**src/rtl/alu_muldiv_seq.sv**
```systemverilog
// alu_muldiv_seq: sequential 32x32 multiply/divide (signed and unsigned), one bit per cycle.
// Shift-add multiply and restoring divide share one 2*OPR_L accumulator.
module alu_muldiv_seq #(
    parameter int OPR_L = 32
) (
    input  logic             clk,
    input  logic             rst,
    input  logic             start,
    input  logic [1:0]       op,
    input  logic [OPR_L-1:0] a,
    input  logic [OPR_L-1:0] b,
    output logic             busy,
    output logic             done,
    output logic [OPR_L-1:0] hi,
    output logic [OPR_L-1:0] lo,
    output logic             div_zero
);
    localparam int CW = $clog2(OPR_L) + 1;
    localparam logic [CW-1:0] LAST = CW'(OPR_L - 1);
    localparam logic [2:0] S_IDLE = 3'd0;
    localparam logic [2:0] S_PREP = 3'd1;
    localparam logic [2:0] S_RUN  = 3'd2;
    localparam logic [2:0] S_FIX  = 3'd3;
    localparam logic [2:0] S_DONE = 3'd4;

    logic [2:0]         r_state;
    logic [1:0]         r_op;
    logic [OPR_L-1:0]   r_a, r_b, r_m;
    logic [2*OPR_L-1:0] r_acc;
    logic [CW-1:0]      r_cnt;
    logic               r_neg_q, r_neg_r, r_dz_p;
    logic               r_busy, r_done, r_dz;
    logic [OPR_L-1:0]   r_hi, r_lo;

    logic               w_sa, w_sb;
    logic [OPR_L-1:0]   w_abs_a, w_abs_b, w_rem, w_quo;
    logic [OPR_L:0]     w_addend, w_msum, w_shift, w_trial;
    logic [2*OPR_L-1:0] w_mul_next, w_div_next, w_fix;

    assign w_sa     = r_op[0] & r_a[OPR_L-1];
    assign w_sb     = r_op[0] & r_b[OPR_L-1];
    assign w_abs_a  = w_sa ? -r_a : r_a;
    assign w_abs_b  = w_sb ? -r_b : r_b;
    // Multiply: accumulator is {partial product, remaining multiplier bits}
    assign w_addend   = r_acc[0] ? {1'b0, r_m} : '0;
    assign w_msum     = {1'b0, r_acc[2*OPR_L-1:OPR_L]} + w_addend;
    assign w_mul_next = {w_msum, r_acc[OPR_L-1:1]};
    // Divide: accumulator is {remainder, dividend bits shifting into quotient}
    assign w_shift    = {r_acc[2*OPR_L-1:OPR_L], r_acc[OPR_L-1]};
    assign w_trial    = w_shift - {1'b0, r_m};
    assign w_div_next = w_trial[OPR_L] ? {w_shift[OPR_L-1:0], r_acc[OPR_L-2:0], 1'b0}
                                       : {w_trial[OPR_L-1:0], r_acc[OPR_L-2:0], 1'b1};
    assign w_rem = r_acc[2*OPR_L-1:OPR_L];
    assign w_quo = r_acc[OPR_L-1:0];
    assign w_fix = r_op[1] ? {r_neg_r ? -w_rem : w_rem, r_neg_q ? -w_quo : w_quo}
                           : (r_neg_q ? -r_acc : r_acc);

    always_ff @(posedge clk or posedge rst) begin
        if (rst) begin
            r_state <= S_IDLE;
            r_op    <= '0;
            r_a     <= '0;
            r_b     <= '0;
            r_m     <= '0;
            r_acc   <= '0;
            r_cnt   <= '0;
            r_neg_q <= 1'b0;
            r_neg_r <= 1'b0;
            r_dz_p  <= 1'b0;
            r_busy  <= 1'b0;
            r_done  <= 1'b0;
            r_dz    <= 1'b0;
            r_hi    <= '0;
            r_lo    <= '0;
        end else begin
            r_done <= 1'b0;
            case (r_state)
                S_IDLE: if (start) begin
                    r_op    <= op;
                    r_a     <= a;
                    r_b     <= b;
                    r_busy  <= 1'b1;
                    r_state <= S_PREP;
                end
                S_PREP: begin
                    r_neg_q <= w_sa ^ w_sb;
                    r_neg_r <= w_sa;
                    r_cnt   <= '0;
                    if (r_op[1] && r_b == '0) begin
                        r_acc   <= {r_a, {OPR_L{1'b1}}};
                        r_dz_p  <= 1'b1;
                        r_state <= S_DONE;
                    end else begin
                        r_m     <= r_op[1] ? w_abs_b : w_abs_a;
                        r_acc   <= {{OPR_L{1'b0}}, r_op[1] ? w_abs_a : w_abs_b};
                        r_dz_p  <= 1'b0;
                        r_state <= S_RUN;
                    end
                end
                S_RUN: begin
                    r_acc <= r_op[1] ? w_div_next : w_mul_next;
                    r_cnt <= r_cnt + 1'b1;
                    if (r_cnt == LAST) r_state <= S_FIX;
                end
                S_FIX: begin
                    r_acc   <= w_fix;
                    r_state <= S_DONE;
                end
                S_DONE: begin
                    r_hi    <= r_acc[2*OPR_L-1:OPR_L];
                    r_lo    <= r_acc[OPR_L-1:0];
                    r_dz    <= r_dz_p;
                    r_done  <= 1'b1;
                    r_busy  <= 1'b0;
                    r_state <= S_IDLE;
                end
                default: r_state <= S_IDLE;
            endcase
        end
    end

    assign busy     = r_busy;
    assign done     = r_done;
    assign hi       = r_hi;
    assign lo       = r_lo;
    assign div_zero = r_dz;
endmodule

```
**config.mk**
```make
export PLATFORM = sky130hd
export DESIGN_NAME = alu_muldiv_seq
export DESIGN_NICKNAME = d
export VERILOG_FILES = /design/src/rtl/alu_muldiv_seq.sv
export SDC_FILE = /design/constraint.sdc
export NUM_CORES = 1
export LEC_CHECK = 0
export BUFFER_PORTS_ARGS = -buffer_cell sky130_fd_sc_hd__buf_4
export CAP_MARGIN = 25
export CORE_UTILIZATION = 32
export CTS_BUF_LIST = sky130_fd_sc_hd__clkbuf_16
export DETAILED_ROUTE_END_ITERATION = 12
export PLACE_DENSITY = 0.54
export RECOVER_POWER = 50
export SETUP_SLACK_MARGIN = 0.15
export SYNTH_ARGS = -nofsm -noshare
export SYNTH_HDL_FRONTEND = slang
export SYNTH_SLANG_ARGS = --single-unit
```
**constraint.sdc**
```tcl
create_clock -name clk -period 17.1 [get_ports clk]
set_clock_uncertainty 0.2 [all_clocks]
set_input_delay 1.71 -clock clk [delete_from_list [all_inputs] [get_ports clk]]
set_output_delay 1.71 -clock clk [all_outputs]
set_load 0.05 [all_outputs]
```
==> results of run 1 <==
metal layers:
metal  GRT usage  vias to the layer above  routed length, um
li1            -                     7753                  -
met1      0.3260                     8003              30110
met2      0.3496                      632              28250
met3     0.03089                       91               4372
met4     0.06471                        0               1739
met5           0                        -                  0
registers in the layout, indices dropped and copies added, names as in the netlist, 2 cells and up:
name     count
r_acc       64
hi          32
lo          32
r_a         32
r_b         32
r_m         32
r_cnt        6
r_state      3
r_op         2
cell type report:
class	count	area, um^2	share of cell area
Tap cell	748	935.9	0.04595
Clock inverter	25	255.2	0.01253
Timing Repair Buffer	159	1161	0.05701
Inverter	64	241.5	0.01186
Clock buffer	31	775.7	0.03809
Multi-Input combinational cell	1656	10960	0.5382
Sequential cell	241	6035	0.2963
critical path, cell delays in order:
cell	delay, ns
clkbuf_1	0.13
nor4b_1	0.33
clkbuf_1	2.71
nand2_1	0.42
o21ai_0	0.20
through the flow:
step / std cells / util
6_report: 2924 / 0.3704
5_1_grt: 2924 / 0.3704
4_1_cts: 2923 / 0.3712
3_5_place_dp: 2867 / 0.3524
3_3_place_gp: 2867 / 0.3524
2_1_floorplan: 2100 / -
placed cells by master (no fill, tap or decap), types with 31 or more instances in the layout:
cell type  instances
nand3_1           34
buf_4            143
nor3_1            53
xnor2_1           69
clkbuf_16         31
xor2_1            54
inv_1             66
a21oi_1          172
nor2_1           195
dfrtp_1          240
mux2i_1           48
ha_1              69
nand2_1          211
mux2_2           137
o21ai_0          196
final timing paths:
check,startpoint,to,slack (ns),depth (start not counted)
hold reg to reg,r_m[10]$_DFFE_PP0P_,r_m[10]$_DFFE_PP0P_,0.28,2
setup reg to reg,r_state[0]$_DFFE_PP0P_,lo[17]$_DFFE_PP0P_,12.10,5
min in group asynchronous,rst,hi[1]$_DFFE_PP0P_,1.03,2
setup / recovery,start,r_a[0]$_DFFE_PP0P_,11.79,5
hold / removal,r_m[10]$_DFFE_PP0P_,r_m[10]$_DFFE_PP0P_,0.28,2
max in group asynchronous,rst,hi[19]$_DFFE_PP0P_,12.36,3
kinds of logic after synthesis:
group,share of synthesized area
flops,0.3393
simple gates,0.1737
fa+ha+maj,0.05082
xor+xnor,0.06061
mux,0.1138
buf+inv,0.04414
compound gates,0.2176
==> results.py, run 1 <==
metrics = {
    "place": {
        "place_ws_ns": 12.60,
        "io_buffer_count": 135,
        "dpl_cell_area_um2": 19380,
        "gp_congestion": 0.9900,
        "dpl.hpwl_um": 48270,
    },
    "synth": {
        "ys_top_cells_by_count": "dfrtp_1 (241), nand2_1 (212), o21ai_0 (197), nor2_1 (196), a21oi_1 (172)",
        "ys_async_sr_fraction": 1.000,
        "yosysWarnings": 0,
        "syn-cell-area_um2": 17770,
        "synth_area_leaders": "dfrtp_1 (34%), mux2_2 (8.7%), o21ai_0 (5.5%), ha_1 (4.9%), a21oi_1 (4.8%)",
        "synth_largest_area_cell": "dfrtp_1",
        "synth_top_area_share": 0.3393,
        "ys_seq_elements": 241,
        "yosysSeqAreaShare": 0.3393,
        "ys_types": 85,
        "synth_edf_count": 0,
        "syn_inst": 2100,
        "yosysMostFrequentCell": "dfrtp_1",
        "avgSynthCellArea_um2": 8.464,
        "synth_ff_type": "dfrtp_1",
        "synth_nets": 2240,
    },
    "drt": {
        "drt_wl_total_um": 64470,
        "drt_iter0_drc": 1435,
        "vias": 16479,
        "drc": 0,
        "wl_per_cell_um": 22.05,
        "vias_per_cell": 5.636,
        "first_pass_iters": 6,
        "antenna_left": 0,
    },
    "cells_and_area": {
        "nFillCells": 5669,
        "final_nets": 2293,
        "finalInstanceArea_um2": 20370,
        "drive_gt1_frac": 0.1654,
        "antenna_cells": 0,
        "syn_to_final_growth_pct": 14.58,
    },
    "clocking": {
        "htreeDepth": 1,
        "cts_tree": "yes",
        "clock_latency_ns": 0.58,
        "numCtsBuffers": 31,
        "post_cts_resized": 0,
        "post-cts-setup-buffer-count": 0,
        "clockBufferDepth": 3,
        "hold_buffers": 0,
        "cts.sinks": 241,
        "clock-root-buffer": "clkbuf_16",
        "cts.clk_slew.worst_paths_ns": 0.06,
    },
    "global_route": {
        "antenna_found_initial": 0,
        "grt_usage": 0.2260,
        "grt_pass1_wl_um": 98590,
        "grt_max_degree": 134,
        "gr-total-overflow": 0,
        "grt_pass1_vias": 15680,
    },
    "timing": {
        "timing.slew.headroom": -1.542,
        "worst_slew_pin_slew_ns": 3.814,
        "hold_viol_final": 0,
        "drv_slew": 211,
        "worst_slack_ns": 11.79,
        "max_freq_ghz": 0.1882,
        "final-setup-viol-count": 0,
        "final.setup.tns_ns": 0,
        "hold_ws_ns": 0.2757,
        "min_period_over_period": 0.3107,
        "period_needed_ns": 5.313,
        "rsz0062_at_grt": "false",
    },
    "die": {
        "coreArea_um2": 54990,
        "chipWidth_um": 237.7,
        "die_h_um": 237.7,
        "start_util": 0.3233,
        "die-area_um2": 56490,
        "io_pins": 136,
        "rows": 86,
    },
    "setup_path": {
        "worst_setup_path_end_kind": "flip-flop",
        "crit_fanout": 75,
        "criticalPathCategory": "input port to flip-flop",
        "arrival_ns": 5.56,
        "required_ns": 17.35,
        "cp-start-kind": "input port",
    },
    "flow_run": {
        "drv_cap": 4,
    },
    "status": {
        "status": "finished, violations left",
        "violations": "max-capacitance violations, max-slew violations",
    },
    "min_path": {
        "worstHoldPathType": "flip-flop to flip-flop",
    },
}
Power of run 1 is left out: the tool's default activity adds up to more than one toggle a clock period on the data nets, which glitch-free logic cannot reach.
==> run 2, diff against run 1 <==
ABC_AREA = 1   (was unset)
PLACE_DENSITY = 0.55   (was 0.54)
clock period = 4.43 ns   (was 17.1 ns; I/O delays follow)
==> run 2 against run 1 <==
Against the previous run: the flow still finishes with violations (max-capacitance violations, max-slew violations); utilization grew 0.45 points; global-route usage grew 4.4 points; highest routed layer unchanged; final area grew 23%; die area grew 22%; worst hold slack gained 0.0061 ns; clock-buffer cell count shrank 1; synthesized cell count grew 73%; synthesized area grew 22%.
==> results.py, run 2 <==
metrics = {
    "clocking": {
        "cts.sinks": 241,
        "htreeDepth": 1,
        "post_cts_resized": 0,
        "clockBufferDepth": 3,
        "clock_latency_ns": 0.60,
        "cts.clk_slew.worst_paths_ns": 0.06,
        "clock-root-buffer": "clkbuf_16",
        "numCtsBuffers": 30,
        "cts_tree": "yes",
    },
    "timing": {
        "final-setup-viol-count": 0,
        "max_freq_ghz": 0.2851,
        "hold_ws_ns": 0.2818,
        "timing.slew.headroom": -0.4947,
        "period_needed_ns": 3.507,
        "hold_viol_final": 0,
        "rsz0062_at_grt": "false",
        "final.setup.tns_ns": 0,
        "drv_slew": 110,
        "min_period_over_period": 0.7917,
        "worst_slew_pin_slew_ns": 2.242,
    },
    "place": {
        "io_buffer_count": 135,
        "gp_congestion": 1.004,
        "place_inst": 4544,
        "dpl_cell_area_um2": 23510,
        "dpl.hpwl_um": 74330,
    },
    "synth": {
        "ys_async_sr_fraction": 1.000,
        "synth_ff_type": "dfrtp_1",
        "yosysWarnings": 0,
        "ys_top_cells_by_count": "nand2_1 (1103), inv_1 (516), nor2_1 (499), nand3_1 (270), dfrtp_1 (241)",
        "syn-cell-area_um2": 21660,
        "synth_area_leaders": "dfrtp_1 (28%), nand2_1 (19%), inv_1 (8.9%), nor2_1 (8.6%), nand3_1 (6.2%)",
        "ys_seq_elements": 241,
        "syn_inst": 3633,
        "yosysSeqAreaShare": 0.2784,
        "ys_types": 61,
        "synth_nets": 3773,
        "yosysMostFrequentCell": "nand2_1",
        "synth_top_area_share": 0.2784,
        "synth_edf_count": 0,
        "avgSynthCellArea_um2": 5.963,
        "synth_largest_area_cell": "dfrtp_1",
    },
    "status": {
        "status": "finished, violations left",
        "violations": "max-capacitance violations, max-slew violations",
    },
    "setup_path": {
        "arrival_ns": 3.82,
        "ff2ff_path_depth": 17,
        "cp-endpoint": "r_acc[46]$_DFFE_PP0P_",
        "path_delay_family": "simple AND/OR/NAND/NOR gates",
        "crit_chain": "clkinv_1 -> fa_1 -> inv_1 -> nand3_1 -> nand2_4 -> nand2_2 -> nand2_2 -> nand2_1 -> nand2_2 -> nand2_2 -> nand2_2 -> nand2_4 -> nand2_8 -> nand2_1 -> nand3_1 -> nand2_1 -> a21oi_1",
        "worst_setup_path_end_kind": "flip-flop",
        "r2r-end": "r_acc[46]$_DFFE_PP0P_",
        "crit_top_cell": "nand2_2",
        "regToRegSetupSlack_ns": 0.92,
        "crit_slowest_cell": "fa_1",
        "criticalPathCategory": "flip-flop to flip-flop",
        "cp-startpoint": "r_acc[32]$_DFFE_PP0P_",
        "crit_path_max_incr_delay_ns": 0.53,
        "r2r_start": "r_acc[32]$_DFFE_PP0P_",
        "cp-start-kind": "flip-flop",
        "required_ns": 4.74,
        "crit_buf_inv": 2,
        "crit_fanout": 33,
        "cp.depth": 17,
    },
    "global_route": {
        "grt_pass1_vias": 21869,
        "grt_max_degree": 152,
        "gr-total-overflow": 0,
        "grt_usage": 0.2697,
        "antenna_found_initial": 0,
        "grt_pass1_wl_um": 139300,
    },
    "min_path": {
        "worstHoldPathType": "flip-flop to flip-flop",
        "whs_path_depth": 2,
        "hp-start": "hi[22]$_DFFE_PP0P_",
    },
    "cells_and_area": {
        "antenna_cells": 0,
        "syn_to_final_growth_pct": 16.03,
        "finalInstanceArea_um2": 25140,
        "drive_gt1_frac": 0.07220,
        "nFillCells": 7421,
        "layout_commonest_cell": "nand2_1",
        "final_cell_count_no_fill": 4668,
        "final_nets": 3913,
        "layout_common_cells": "nand2_1 (1103), inv_1 (516), nor2_1 (498)",
        "top_register": "r_acc",
        "largest_reg_flops": 64,
    },
    "die": {
        "die-area_um2": 68740,
        "die_h_um": 262.2,
        "coreArea_um2": 67040,
        "start_util": 0.3231,
        "chipWidth_um": 262.2,
        "rows": 95,
        "io_pins": 136,
    },
    "drt": {
        "vias_per_cell": 5.184,
        "first_pass_iters": 6,
        "drt_iter0_drc": 2894,
        "antenna_left": 0,
        "drc": 0,
        "drt_wl_total_um": 94330,
        "wl_per_cell_um": 20.21,
        "vias": 24200,
    },
    "flow_run": {
        "drv_cap": 2,
    },
}
## run 2: changes by cell type after synthesis, sizes merged, moves of 35 or more
cell    before   now
clkbuf     113    75
nand4       13    48
xnor2       69    14
nor2       197   513
a21oi      173   227
nand3       34   278
inv         64   538
mux2i       48     0
nand2      212  1119
mux2       137     2
## run 2: kinds of logic after synthesis
family,after synthesis,synth area share
flip-flops,241,0.2784
XOR/XNOR,82,0.03315
adder cells (fa/ha/maj),71,0.04170
AO/OA/AOI/OAI,536,0.1331
multiplexers,2,0.001040
buffers and inverters,675,0.1229
AND/OR/NAND/NOR,2026,0.3897
## run 2: what timing repair did
item / CTS / global route
hold buffers: 68 / 0
setup buffers: 0 / 0
endpoints found under the hold margin: 102 / 0
## run 2: area by class of cell
type	count	area [um^2]	share of cell area
flip-flops and latches	241	6035	0.2401
clock buffers	30	750.7	0.02987
repair buffers	241	1942	0.07726
multi-input cells	2717	13000	0.5170
well taps	873	1092	0.04346
inverters	542	2041	0.08119
clock inverters	24	279.0	0.01110
## run 2: metal layers
layer / vias to the layer above / share of wire / GRT usage
li1: 11762 / - / -
met1: 11293 / 0.45 / 0.3836
met2: 1009 / 0.44 / 0.4226
met3: 136 / 0.071 / 0.03212
met4: 0 / 0.036 / 0.08590
met5: - / 0 / 0
## run 2: worst min path at each step
stage / to / slack, ns
after floorplan: done$_DFF_PP0_ / 0.24
after global placement: hi[29]$_DFFE_PP0P_ / 0.27
after detailed placement: hi[28]$_DFFE_PP0P_ / 0.28
after CTS: hi[28]$_DFFE_PP0P_ / 0.29
after global routing: lo[17]$_DFFE_PP0P_ / 0.31
final: hi[22]$_DFFE_PP0P_ / 0.28
## run 2: worst reg2reg max path, delay by kind of cell, from the launching register on
kind,cells,cell delay (ns)
AOI/OAI and AO/OA,1,0.14
buffers and inverters,2,0.43
adders and majority gates,1,0.53
and+or+nand+nor,13,1.61
DFF,1,0.51
## run 2: through the flow
step             util  setup WS [ns]
6_report       0.3749         0.9228
5_1_grt        0.3749         0.6431
4_1_cts        0.3762         0.9951
3_5_place_dp   0.3507          1.015
3_3_place_gp   0.3507          1.073
2_1_floorplan       -         0.6252
Power of run 2 is left out for the same reason.
==> run 3, diff against run 2 <==
clock period = 3 ns   (was 4.43 ns; I/O delays follow)
==> run 3 against run 2 <==
Against the previous run: the flow now finishes without violations; critical path depth stayed put; setup slack worse by 0.76 ns; sequential share of layout area is 1.5 points lower; global-route usage is 0.082 points higher; register-to-register slack worse by 0.76 ns; die area stayed put; final cell count is 2.7% higher; first-iteration DRC count is 6.3% lower; wire length is 0.44% higher; critical path type unchanged; largest cell class unchanged.
==> results.py, run 3 (same netlist as run 2, synthesis figures left out) <==
metrics = {
    "cells_and_area": {
        "multi_input_area_um2": 13700,
        "drive_gt1_frac": 0.1356,
        "layout_common_cells": "nand2_1 (1068), inv_1 (512), nor2_1 (471)",
        "regArea_um2": 6040,
        "largest_reg_flops": 64,
        "top_register": "r_acc",
        "final_nets": 4041,
        "nFillCells": 7321,
        "antenna_cells": 0,
        "syn_to_final_growth_pct": 24.10,
        "layout_commonest_cell": "nand2_1",
    },
    "min_path": {
        "worstHoldPathType": "input port to flip-flop",
        "hp-start": "op[0]",
    },
    "die": {
        "die-area_um2": 68740,
        "rows": 95,
        "start_util": 0.3231,
        "coreArea_um2": 67040,
        "die_h_um": 262.2,
        "chipWidth_um": 262.2,
        "io_pins": 136,
    },
    "place": {
        "gp_congestion": 1.016,
        "dpl.hpwl_um": 75600,
        "io_buffer_count": 135,
    },
    "setup_path": {
        "arrival_ns": 3.10,
        "criticalPathCategory": "flip-flop to flip-flop",
        "required_ns": 3.27,
        "cp-start-kind": "flip-flop",
        "worst_setup_path_end_kind": "flip-flop",
        "r2r_start": "r_acc[0]$_DFFE_PP0P_",
        "crit_fanout": 8,
        "cp-startpoint": "r_acc[0]$_DFFE_PP0P_",
    },
    "clocking": {
        "cts.clk_slew.worst_paths_ns": 0.07,
        "cts.sinks": 241,
        "numCtsBuffers": 30,
        "clock_latency_ns": 0.63,
        "clock-root-buffer": "clkbuf_16",
        "htreeDepth": 1,
        "cts_tree": "yes",
        "clockBufferDepth": 3,
    },
    "drt": {
        "drc": 0,
        "wl_per_cell_um": 19.75,
        "vias": 24627,
        "antenna_left": 0,
        "first_pass_iters": 6,
        "drt_iter0_drc": 2712,
        "vias_per_cell": 5.135,
        "drt_wl_total_um": 94740,
    },
    "timing": {
        "timing.slew.headroom": 0.1747,
        "rsz0062_at_grt": "true",
        "period_needed_ns": 2.833,
        "max_freq_ghz": 0.3529,
        "hold_viol_final": 0,
        "drv_slew": 0,
        "min_period_over_period": 0.9445,
        "worst_slew_pin_slew_ns": 1.238,
        "final-setup-viol-count": 0,
        "final.setup.tns_ns": 0,
    },
    "global_route": {
        "antenna_found_initial": 0,
        "grt_max_degree": 132,
        "met1_usage": 0.3733,
        "grt_use_met2": 0.4108,
        "gr-total-overflow": 0,
        "grt_pass1_wl_um": 140600,
        "grt_util_met3": 0.04205,
        "grt_usage": 0.2705,
        "gr-max-usage-layer": "met2",
        "grt_pass1_vias": 22754,
    },
    "status": {
        "status": "complete, no violations",
    },
    "flow_run": {
        "drv_cap": 0,
    },
}
==> run 3: changes by cell type in the layout (fill, tap and decap cells not counted), sizes merged <==
cell,previous run,this run
dlygate4sd3,68,76
inv,538,543
clkinv,18,14
clkbuf,60,70
bufinv,6,4
buf,143,253
clkinvlp,4,5
==> run 3: cell type report <==
| class | count | share of cell area |
|---|---|---|
| Clock inverter | 24 | 0.009076 |
| Clock buffer | 30 | 0.02793 |
| Timing Repair Buffer | 369 | 0.1123 |
| Multi-Input combinational cell | 2717 | 0.5095 |
| Inverter | 542 | 0.07591 |
| Sequential cell | 241 | 0.2247 |
| Tap cell | 873 | 0.04063 |
==> run 3: worst max-delay path, cell delays in order, from the launching register on <==
cell,delay [ns]
dfrtp_2,0.49
clkbuf_16,0.20
nand2_2,0.10
inv_1,0.10
ha_4,0.33
nand2_1,0.09
inv_1,0.08
nand2_1,0.11
inv_1,0.09
nand2_1,0.08
nor3_1,0.13
nand2_1,0.13
nand3_1,0.11
nand2_1,0.06
nor2_2,0.17
nor2_1,0.06
nand2_1,0.07
a21oi_1,0.06
==> run 3: path summary, 6_finish.rpt <==
path	cells past startpoint	end	slack, ns
max	17	r_acc[58]$_DFFE_PP0P_	0.17
min	3	r_op[0]$_DFFE_PP0P_	0.25
max reg2reg	17	r_acc[58]$_DFFE_PP0P_	0.17
min reg2reg	2	hi[24]$_DFFE_PP0P_	0.28
max in group asynchronous	4	hi[27]$_DFFE_PP0P_	0.51
min in group asynchronous	3	r_a[17]$_DFFE_PP0P_	0.28
==> run 3: repair_timing <==
item,CTS,global route
pin swaps,0,9
hold buffers,76,0
setup buffers,0,5
setup endpoints to repair,9,52
hold endpoints to repair,83,0
gates cloned,0,3
resized for setup,7,187
==> run 3: per-stage QoR <==
step	hold WS, ns	utilization	std cells	instance area, um^2	setup slack (ns)
2_1_floorplan	0.2438	-	3633	21670	-0.6618
3_3_place_gp	0.2294	0.3641	4657	24410	0.1366
3_5_place_dp	0.2296	0.3641	4657	24410	0.1496
4_1_cts	0.1269	0.3907	4787	26200	0.1494
5_1_grt	0.2603	0.4010	4796	26880	0.06366
6_report	0.2482	0.4010	4796	26880	0.1666
==> run 3: per-layer routing <==
metal	wire, um	part of all wire	up-vias
met4	5399	0.057	0
met1	40990	0.43	11309
li1	-	-	12025
met2	40630	0.43	1104
met3	7720	0.081	189
met5	0	0	-
Power of run 3 is left out for the same reason.
